[src/rtl/distinguish_pulse_gen_pkg.sv]
// rtl/distinguish_pulse_gen_pkg.sv - shared distinguish state encoding and default timing constants
package distinguish_pulse_gen_pkg;

  typedef enum logic [1:0] {
    ST_IDLE  = 2'd0,
    ST_PULSE = 2'd1,
    ST_GAP   = 2'd2,
    ST_TAIL  = 2'd3
  } pg_state_e;

  localparam int DEF_WINDOW_CYCLES = 1000;
  localparam int DEF_SPACING       = 50;
  localparam int DEF_PULSE_WIDTH   = 1;
  localparam int CODE_W            = 4;

endpackage

[src/rtl/distinguish_pulse_gen_if.sv]
// rtl/distinguish_pulse_gen_if.sv - control and pulse-train signals of the distinguish pulse generator
interface distinguish_pulse_gen_if;
  logic       en;
  logic       load;
  logic [3:0] code_in;
  logic       cmp_out;
  logic       set_out;
  logic [3:0] code_act;
  logic       busy;

  modport master (output en, load, code_in, input cmp_out, set_out, code_act, busy);
  modport slave  (input en, load, code_in, output cmp_out, set_out, code_act, busy);
endinterface

[src/rtl/distinguish_pulse_gen_window_timer.sv]
// rtl/distinguish_pulse_gen_window_timer.sv - window timebase: win_cnt, window-start flag and set strobe
module window_timer
  import distinguish_pulse_gen_pkg::*;
#(
  parameter int WINDOW_CYCLES = DEF_WINDOW_CYCLES
) (
  input  logic clk,
  input  logic rst_n,
  input  logic en,
  output logic win_start,
  output logic set_out,
  output logic busy
);

  localparam int WW = $clog2(WINDOW_CYCLES);
  localparam logic [WW-1:0] W_LAST = WW'(WINDOW_CYCLES - 1);

  logic [WW-1:0] win_cnt;
  logic [WW-1:0] win_nxt;
  logic          at_last;

  assign at_last = (win_cnt == W_LAST);
  // busy doubles as "was running": a fresh en rise restarts the window at 0
  assign win_start = en && (!busy || at_last);

  always_comb begin
    win_nxt = '0;
    if (en && busy && !at_last) win_nxt = win_cnt + 1'b1;
  end

  always_ff @(posedge clk or negedge rst_n) begin
    if (!rst_n) begin
      win_cnt <= '0;
      set_out <= 1'b0;
      busy    <= 1'b0;
    end else begin
      win_cnt <= win_nxt;
      set_out <= en && (win_nxt == W_LAST);
      busy    <= en;
    end
  end

endmodule

[src/rtl/distinguish_pulse_gen.sv]
// rtl/distinguish_pulse_gen.sv - emits code_act cmp pulses per gate window plus a window-boundary set strobe
module distinguish_pulse_gen
  import distinguish_pulse_gen_pkg::*;
#(
  parameter int WINDOW_CYCLES = DEF_WINDOW_CYCLES,
  parameter int SPACING       = DEF_SPACING,
  parameter int PULSE_WIDTH   = DEF_PULSE_WIDTH
) (
  input  logic                    clk,
  input  logic                    rst_n,
  distinguish_pulse_gen_if.slave  bus
);

  if (!((15 * SPACING < WINDOW_CYCLES) && (PULSE_WIDTH >= 1) &&
        (PULSE_WIDTH < SPACING) && (WINDOW_CYCLES >= 2))) begin : g_param_check
    $error("distinguish_pulse_gen: illegal WINDOW_CYCLES/SPACING/PULSE_WIDTH");
  end

  localparam int SPW = $clog2(SPACING);
  localparam logic [SPW-1:0] SP_LAST = SPW'(SPACING - 1);
  localparam logic [SPW-1:0] PW_LAST = SPW'(PULSE_WIDTH - 1);

  pg_state_e     state, state_nxt;
  logic [3:0]    pcnt, pcnt_nxt;
  logic [3:0]    code_act, code_nxt;
  logic [3:0]    pending, pend_nxt;
  logic [SPW-1:0] sp_cnt, sp_nxt;
  logic          cmp_q, cmp_nxt;
  logic          win_start, set_q, busy_q;

  window_timer #(.WINDOW_CYCLES(WINDOW_CYCLES)) u_timer (
    .clk       (clk),
    .rst_n     (rst_n),
    .en        (bus.en),
    .win_start (win_start),
    .set_out   (set_q),
    .busy      (busy_q)
  );

  // forwarding lets a load in the wrap cycle feed the new window directly
  assign pend_nxt = bus.load ? bus.code_in : pending;

  always_ff @(posedge clk or negedge rst_n) begin
    if (!rst_n) begin
      state    <= ST_IDLE;
      pcnt     <= '0;
      sp_cnt   <= '0;
      code_act <= '0;
      pending  <= '0;
      cmp_q    <= 1'b0;
    end else begin
      state    <= state_nxt;
      pcnt     <= pcnt_nxt;
      sp_cnt   <= sp_nxt;
      code_act <= code_nxt;
      pending  <= pend_nxt;
      cmp_q    <= cmp_nxt;
    end
  end

  always_comb begin
    state_nxt = state;
    pcnt_nxt  = pcnt;
    sp_nxt    = sp_cnt;
    code_nxt  = code_act;
    if (!bus.en) begin
      state_nxt = ST_IDLE;
      pcnt_nxt  = '0;
      sp_nxt    = '0;
    end else if (win_start) begin
      code_nxt = pend_nxt;
      sp_nxt   = '0;
      if (pend_nxt != 4'd0) begin
        state_nxt = ST_PULSE;
        pcnt_nxt  = 4'd1;
      end else begin
        state_nxt = ST_TAIL;
        pcnt_nxt  = '0;
      end
    end else begin
      case (state)
        ST_PULSE: begin
          sp_nxt = sp_cnt + 1'b1;
          if (sp_cnt == PW_LAST) state_nxt = ST_GAP;
        end
        ST_GAP: begin
          // sp_cnt tracks the offset from the latest pulse start, so the
          // next start lands exactly on k*SPACING
          if (sp_cnt == SP_LAST) begin
            sp_nxt = '0;
            if (pcnt < code_act) begin
              state_nxt = ST_PULSE;
              pcnt_nxt  = pcnt + 4'd1;
            end else begin
              state_nxt = ST_TAIL;
            end
          end else begin
            sp_nxt = sp_cnt + 1'b1;
          end
        end
        default: begin
        end
      endcase
    end
  end

  always_comb begin
    cmp_nxt = (state_nxt == ST_PULSE);
  end

  assign bus.cmp_out  = cmp_q;
  assign bus.set_out  = set_q;
  assign bus.busy     = busy_q;
  assign bus.code_act = code_act;

endmodule

[src/flat_wrapper.sv]
// flat-port wrapper written by rule: the top's interface ports become plain ports
module distinguish_pulse_gen_flat import distinguish_pulse_gen_pkg::*;
#(
  parameter int WINDOW_CYCLES = DEF_WINDOW_CYCLES,
  parameter int SPACING       = DEF_SPACING,
  parameter int PULSE_WIDTH   = DEF_PULSE_WIDTH
)
  (clk, rst_n, bus_en, bus_load, bus_code_in, bus_cmp_out, bus_set_out, bus_code_act, bus_busy);
  distinguish_pulse_gen_if bus_i ();
  input  logic clk;
  input  logic rst_n;
  input wire logic [$bits(bus_i.en)-1:0] bus_en;
  input wire logic [$bits(bus_i.load)-1:0] bus_load;
  input wire logic [$bits(bus_i.code_in)-1:0] bus_code_in;
  output wire logic [$bits(bus_i.cmp_out)-1:0] bus_cmp_out;
  output wire logic [$bits(bus_i.set_out)-1:0] bus_set_out;
  output wire logic [$bits(bus_i.code_act)-1:0] bus_code_act;
  output wire logic [$bits(bus_i.busy)-1:0] bus_busy;
  assign bus_i.en = bus_en;
  assign bus_i.load = bus_load;
  assign bus_i.code_in = bus_code_in;
  assign bus_cmp_out = bus_i.cmp_out;
  assign bus_set_out = bus_i.set_out;
  assign bus_code_act = bus_i.code_act;
  assign bus_busy = bus_i.busy;
  distinguish_pulse_gen #(.WINDOW_CYCLES(WINDOW_CYCLES), .SPACING(SPACING), .PULSE_WIDTH(PULSE_WIDTH)) u_core (.clk(clk), .rst_n(rst_n), .bus(bus_i));
endmodule
[config.mk]
export PLATFORM = sky130hd
export DESIGN_NAME = distinguish_pulse_gen_flat
export DESIGN_NICKNAME = d
export VERILOG_FILES = /design/src/rtl/distinguish_pulse_gen_pkg.sv /design/src/rtl/distinguish_pulse_gen_if.sv /design/src/rtl/distinguish_pulse_gen_window_timer.sv /design/src/rtl/distinguish_pulse_gen.sv /design/src/flat_wrapper.sv
export SDC_FILE = /design/constraint.sdc
export NUM_CORES = 1
export LEC_CHECK = 0
export BUFFER_PORTS_ARGS = -buffer_cell sky130_fd_sc_hd__buf_2
export CORE_UTILIZATION = 55
export CTS_BUF_LIST = sky130_fd_sc_hd__clkbuf_8
export CTS_CLUSTER_SIZE = 40
export DETAILED_ROUTE_END_ITERATION = 6
export HOLD_SLACK_MARGIN = 0.15
export MAX_ROUTING_LAYER = met4
export PLACE_DENSITY = 0.87
export SYNTH_ARGS = -nofsm -noshare
export SYNTH_HDL_FRONTEND = slang
export SYNTH_SLANG_ARGS = --single-unit
[constraint.sdc]
create_clock -name clk -period 1.7 [get_ports clk]
set_input_delay 0 -clock clk [delete_from_list [all_inputs] [get_ports clk]]
set_output_delay 0 -clock clk [all_outputs]
set_load 0.005 [all_outputs]
== After elaboration in Yosys (flattened, before gate mapping) ==
Index checks and enable logic that the tools add are counted.

* Register bits: 33
* Input bits: 8
* Output and inout port bits: 7
* Logic and storage cells: 53

* $add $sub $neg: 3
* Order comparisons: 1
* Eq/ne operators: 10
* Mux-type cells: 19
* Reductions and logical operators: 11

{| class="wikitable"
|+ Operators by type and width
! operator !! number
|-
| $mux W4 || 6
|-
| $eq A10 B10 Y1 const B || 2
|-
| $mux W6 || 3
|-
| $mux W2 || 6
|-
| $pmux W6 S2 || 1
|-
| $add A10 B1 Y10 const B || 1
|-
| $mux W10 || 1
|-
| $ne A3 B1 Y1 const B || 3
|-
| $add A6 B1 Y6 const B || 1
|-
| $eq A6 B6 Y1 const B || 1
|-
| $logic_not A6 Y1 || 1
|-
| $add A4 B1 Y4 const B || 1
|-
| $eq A2 B1 Y1 const B || 2
|-
| $logic_and A1 B1 Y1 || 4
|-
| $lt A4 B4 Y1 || 1
|-
| $ne A4 B1 Y1 const B || 1
|-
| $pmux W2 S2 || 1
|-
| $reduce_bool A4 Y1 || 1
|-
| $reduce_and A3 Y1 || 1
|-
| $eq A2 B2 Y1 const B || 1
|-
| $logic_not A1 Y1 || 2
|-
| $reduce_and A2 Y1 || 1
|-
| $logic_or A1 B1 Y1 || 1
|-
| $mux W1 || 1
|}

== Logic depth before layout (Yosys ltp) ==
* Word-level depth: 7
* Mapped depth: 7
* Mapped depth without buffers: 7

== Cells and area by module ==
A second synthesis with hierarchy kept.

* Cell total of the unflattened synthesis: 192
* Area, all modules: 1854.3 sq um

{| class="wikitable"
|+ By module, submodules not included
! module !! instances !! cells each !! area an instance (sq um) !! seq. area each (sq um)
|-
| distinguish_pulse_gen || 1 || 124 || 1188.6 || 525.5
|-
| window_timer || 1 || 68 || 665.6 || 300.3
|}

== Least setup slack after synthesis ==
OpenSTA, ideal clock, no wires.

* Path kind: register to register
* Start: reg u_core.code_act[1] (netlist: u_core.bus.code_act[1])
* End: reg u_core.pcnt[0]
* Library setup time: 0.125 ns
* Data arrival time: 1.653 ns
* Data required time: 1.575 ns
* Slack: -0.078 ns
* Cell stages (with the launch flop): 7
* Path buffers: 0
* Period minus slack after synthesis: 1.778 ns
* Cells stage by stage: dfrtp_1 inv_1 ha_1 a2111oi_2 o21ai_1 nand2_1 mux2_4

* Word-level cells in the longest chain between the ends: 3

{| class="wikitable"
|+ Ends and longest elaborated chain
! element !! line !! RTL
|-
| from (decl) || distinguish_pulse_gen.sv:25 || <nowiki>logic [3:0] code_act, code_nxt;</nowiki>
|-
| from (signal assigned) || distinguish_pulse_gen.sv:55 || <nowiki>code_act <= code_nxt;</nowiki>
|-
| $lt A4 B4 Y1 || distinguish_pulse_gen.sv:91 || <nowiki>if (pcnt < code_act) begin</nowiki>
|-
| $ne A3 B1 Y1 (no line) || n/a ||
|-
| $reduce_and A3 Y1 (no line) || n/a ||
|-
| to (signal assigned) || distinguish_pulse_gen.sv:53 || <nowiki>pcnt <= pcnt_nxt;</nowiki>
|-
| to (decl) || distinguish_pulse_gen.sv:24 || <nowiki>logic [3:0] pcnt, pcnt_nxt;</nowiki>
|}

No other way between the ends.
A chain may end at the register's enable or synchronous reset.

== Worst setup path after layout ==
* Start: reg u_core.state[1]
* End: reg u_core.pcnt[0]

* Word-level cells in the longest chain between the ends: 3

{| class="wikitable"
|+ Ends and longest elaborated chain
! element !! line !! RTL
|-
| from (decl) || distinguish_pulse_gen.sv:23 || <nowiki>pg_state_e state, state_nxt;</nowiki>
|-
| from (signal assigned) || distinguish_pulse_gen.sv:52 || <nowiki>state <= state_nxt;</nowiki>
|-
| $eq A2 B2 Y1 || distinguish_pulse_gen.sv:81 || <nowiki>case (state)</nowiki>
|-
| $ne A3 B1 Y1 (no line) || n/a ||
|-
| $reduce_and A3 Y1 (no line) || n/a ||
|}

No other way between the ends.

==> metrics.txt <==
status complete, but fails checks; failing checks negative setup slack; Startpoint Class flop; Fin Setup TNS -0.0132 ns; Clock Power Share 42.5%; initial antenna violation count 0; # H-tree levels 2; FF/Latch Area 827 sq um; final count of hold timing violations 0; die width 59.7 microns; dpl cells 255; Syn Nets 198; proportion of layout cells with a drive suffix above 1 37.1%; EDFF count, synth 0; CP Class reg2reg; sequential area share after synthesis 45.1%; unrepaired setup endpoints after global routing true; DR pass1 iterations 4; FMAX 0.584 GHz; Synth Warn # 0; Slew headroom 49.9%; CTS tree yes; Final Routed Wirelength 5.05 mm; GRT overflow 0; maxcap violations 0; Yosys cell types 47; Post-Layout Cell Count 281; CP max stage cell dfrtp_1; routed vias/inst 5.89; Req. time, crit path 1.88 ns; sequential fraction of design power 40.9%; Synth Register Bits 33; critical path cell sequence ha_2 > inv_1 > nor4_4 > o21ai_1 > nand2_1 > mux2_4; clk_lat worst skew 0.29 ns; Final nets 254; Final min period 1.71 ns; PwrDens 832 nW/um^2; Filler Cell Count 193; area used by multi-input combinational logic 1020 sq um; NetSw 494 uW; P&R area growth vs syn 35.9%; # rows 20; Detail Placement HPWL 3.25 mm; Comb pwr share 16.6%; die height 59.7 microns; Buf/Inv on CP 1; most used flip-flop cell after synthesis dfrtp_1; clk sinks 33; first-pass GRT wire length 7.93 mm; syn_area_per_cell 10.2 sq um; IO Pins 15; root buf cell clkbuf_8; Tightest Pin Transition 0.751 ns; Data arrival, critical path 1.89 ns; type of the worst min-delay path in2reg; fin worst setup slack -0.0132 ns; via count 1655; Port Buffers 14; most common cell after layout, fill and taps aside dfrtp_1; Critical Path Sink Type flop; Peak VDD IR 0.755 mV; CP max FO 3; final clock skew 0.00778 ns; leakage 0.00110 uW; global-route usage over all layers 32.4%; DR WL/cell 18.0 microns; DR iter-0 viols 96; initial core utilization 59.0%; P_int 1580 uW; Placement Setup Slack -0.0303 ns; max-slew violation count 0; Finish-stage setup viols 1; largest net degree at the start of global routing 34; ranking of synthesized cells by area dfrtp_1 45%, ha_1 6.8%, nor2_1 3.3%; vias in the first global route 1692; switching share of power 23.8%; Yosys top cell by area dfrtp_1; final instance area 2490 sq um; Residual DRC 0; CTS buffer count 5; Tcrit/Tclk final 101%; Post-Syn Area 1830 sq um; commonest cells after routing, fill and taps aside 32 x dfrtp_1, 30 x buf_4, 14 x nor2_1, 14 x buf_2, 13 x nand2_1; ys async rst share 100%; Crit path max-delay family simple AND/OR/NAND/NOR gates; Reg clk slew, reported paths 0.07 ns; core area 3100 sq um; Worst path max stage delay 0.42 ns; WHS 0.242 ns; dpl cell area 2120 sq um; GP Congestion 0.902; n_diodes 0; clock tree buffer depth 2; cells after synthesis 180; post-synth top area share 45.1%; antenna-violating nets left 0; die area 3560 sq um
## power groups by stage
stage | registers, uW | clock network [uW] | logic, uW
4_1_cts | 844 | 884 | 306
3_3_place_gp | 855 | 0 | 249
6_report | 847 | 880 | 344
2_1_floorplan | 862 | 0 | 141
5_1_grt | 850 | 917 | 371
3_5_place_dp | 858 | 0 | 266
## final timing paths
check | startpoint | to | slack (ns) | cells after the start
hold / removal | bus_load | u_core.bus.code_act[2] | 0.24 | 4
hold reg to reg | u_core.bus.code_act[3] | u_core.bus.code_act[3] | 0.57 | 2
max in group asynchronous | rst_n | u_core.u_timer.win_cnt[3] | 0.86 | 2
setup reg to reg | u_core.state[1] | u_core.pcnt[0] | -0.01 | 6
min in group asynchronous | rst_n | u_core.pending[2] | 0.32 | 2
setup / recovery | u_core.state[1] | u_core.pcnt[0] | -0.01 | 6
## metal layers
metal	GRT usage [%]	vias up	part of all wire (%)
met2	55.1	54	54
met5	-	-	0
li1	-	758	-
met3	7.14	14	3.3
met1	35.8	829	40
met4	15.6	0	3.1
## kinds of logic after synthesis
family / count (synthesis) / synth area share (%)
compound gates: 38 / 14.1
xor+xnor: 8 / 3.83
flops: 33 / 45.1
buf+inv: 17 / 4.24
mux: 8 / 4.99
fa+ha+maj: 10 / 6.84
simple gates: 66 / 20.9
## flip-flops by register name, summed over array words and instances (netlist names)
register	count
u_core.u_timer.set_out	1
u_core.bus.cmp_out	1
u_core.pcnt	4
u_core.pending	4
u_core.state	2
u_core.bus.code_act	4
u_core.u_timer.win_cnt	10
u_core.sp_cnt	6
u_core.u_timer.busy	1
## final cells by class
class / count / share of cell area, %
Clock buffer: 5 / 2.77
Clock inverter: 3 / 2.62
Inverter: 10 / 1.51
Multi-Input combinational cell: 130 / 40.8
Sequential cell: 33 / 33.2
Tap cell: 44 / 2.21
Timing Repair Buffer: 56 / 16.8
## cell usage after synthesis, types with 2 or more instances
master,n
nand4_1,2
nand3_1,5
nor4_1,4
nor3_1,4
nand4b_1,2
ha_1,10
xnor2_1,2
mux2i_1,2
buf_2,5
o21ai_0,10
inv_1,10
nor4_4,2
dfrtp_1,33
or3_1,3
nand2_1,13
xor2_1,6
a21oi_1,10
mux2_2,5
nor2_1,16
o211ai_1,2
a31oi_1,2
nand2b_1,4
and2_1,2
and4_1,2
o311ai_0,2
## per-stage QoR
step,total power [uW],util [%]
5_1_grt,2140,80.2
4_1_cts,2030,77.2
2_1_floorplan,1000,-
3_3_place_gp,1100,68.3
3_5_place_dp,1120,68.3
6_report,2070,80.2
## tightest hold or removal path: cells and delay by family
family | cells | cell delay, ns
muxes | 1 | 0.24
buffers and inverters | 1 | 0.14
and+or+nand+nor | 1 | 0.06
AOI/OAI and AO/OA | 1 | 0.06
## timing repair
| action | 4_1_cts | 5_1_grt |
|---|---|---|
| endpoints found under the hold margin | 43 | 0 |
| setup endpoints to repair | 6 | 18 |
| pin swaps | 3 | 2 |
| buffers inserted | 2 | 6 |
| hold buffers | 10 | 0 |
| gates resized for setup | 6 | 17 |
Power figures use the tool's default switching activity.
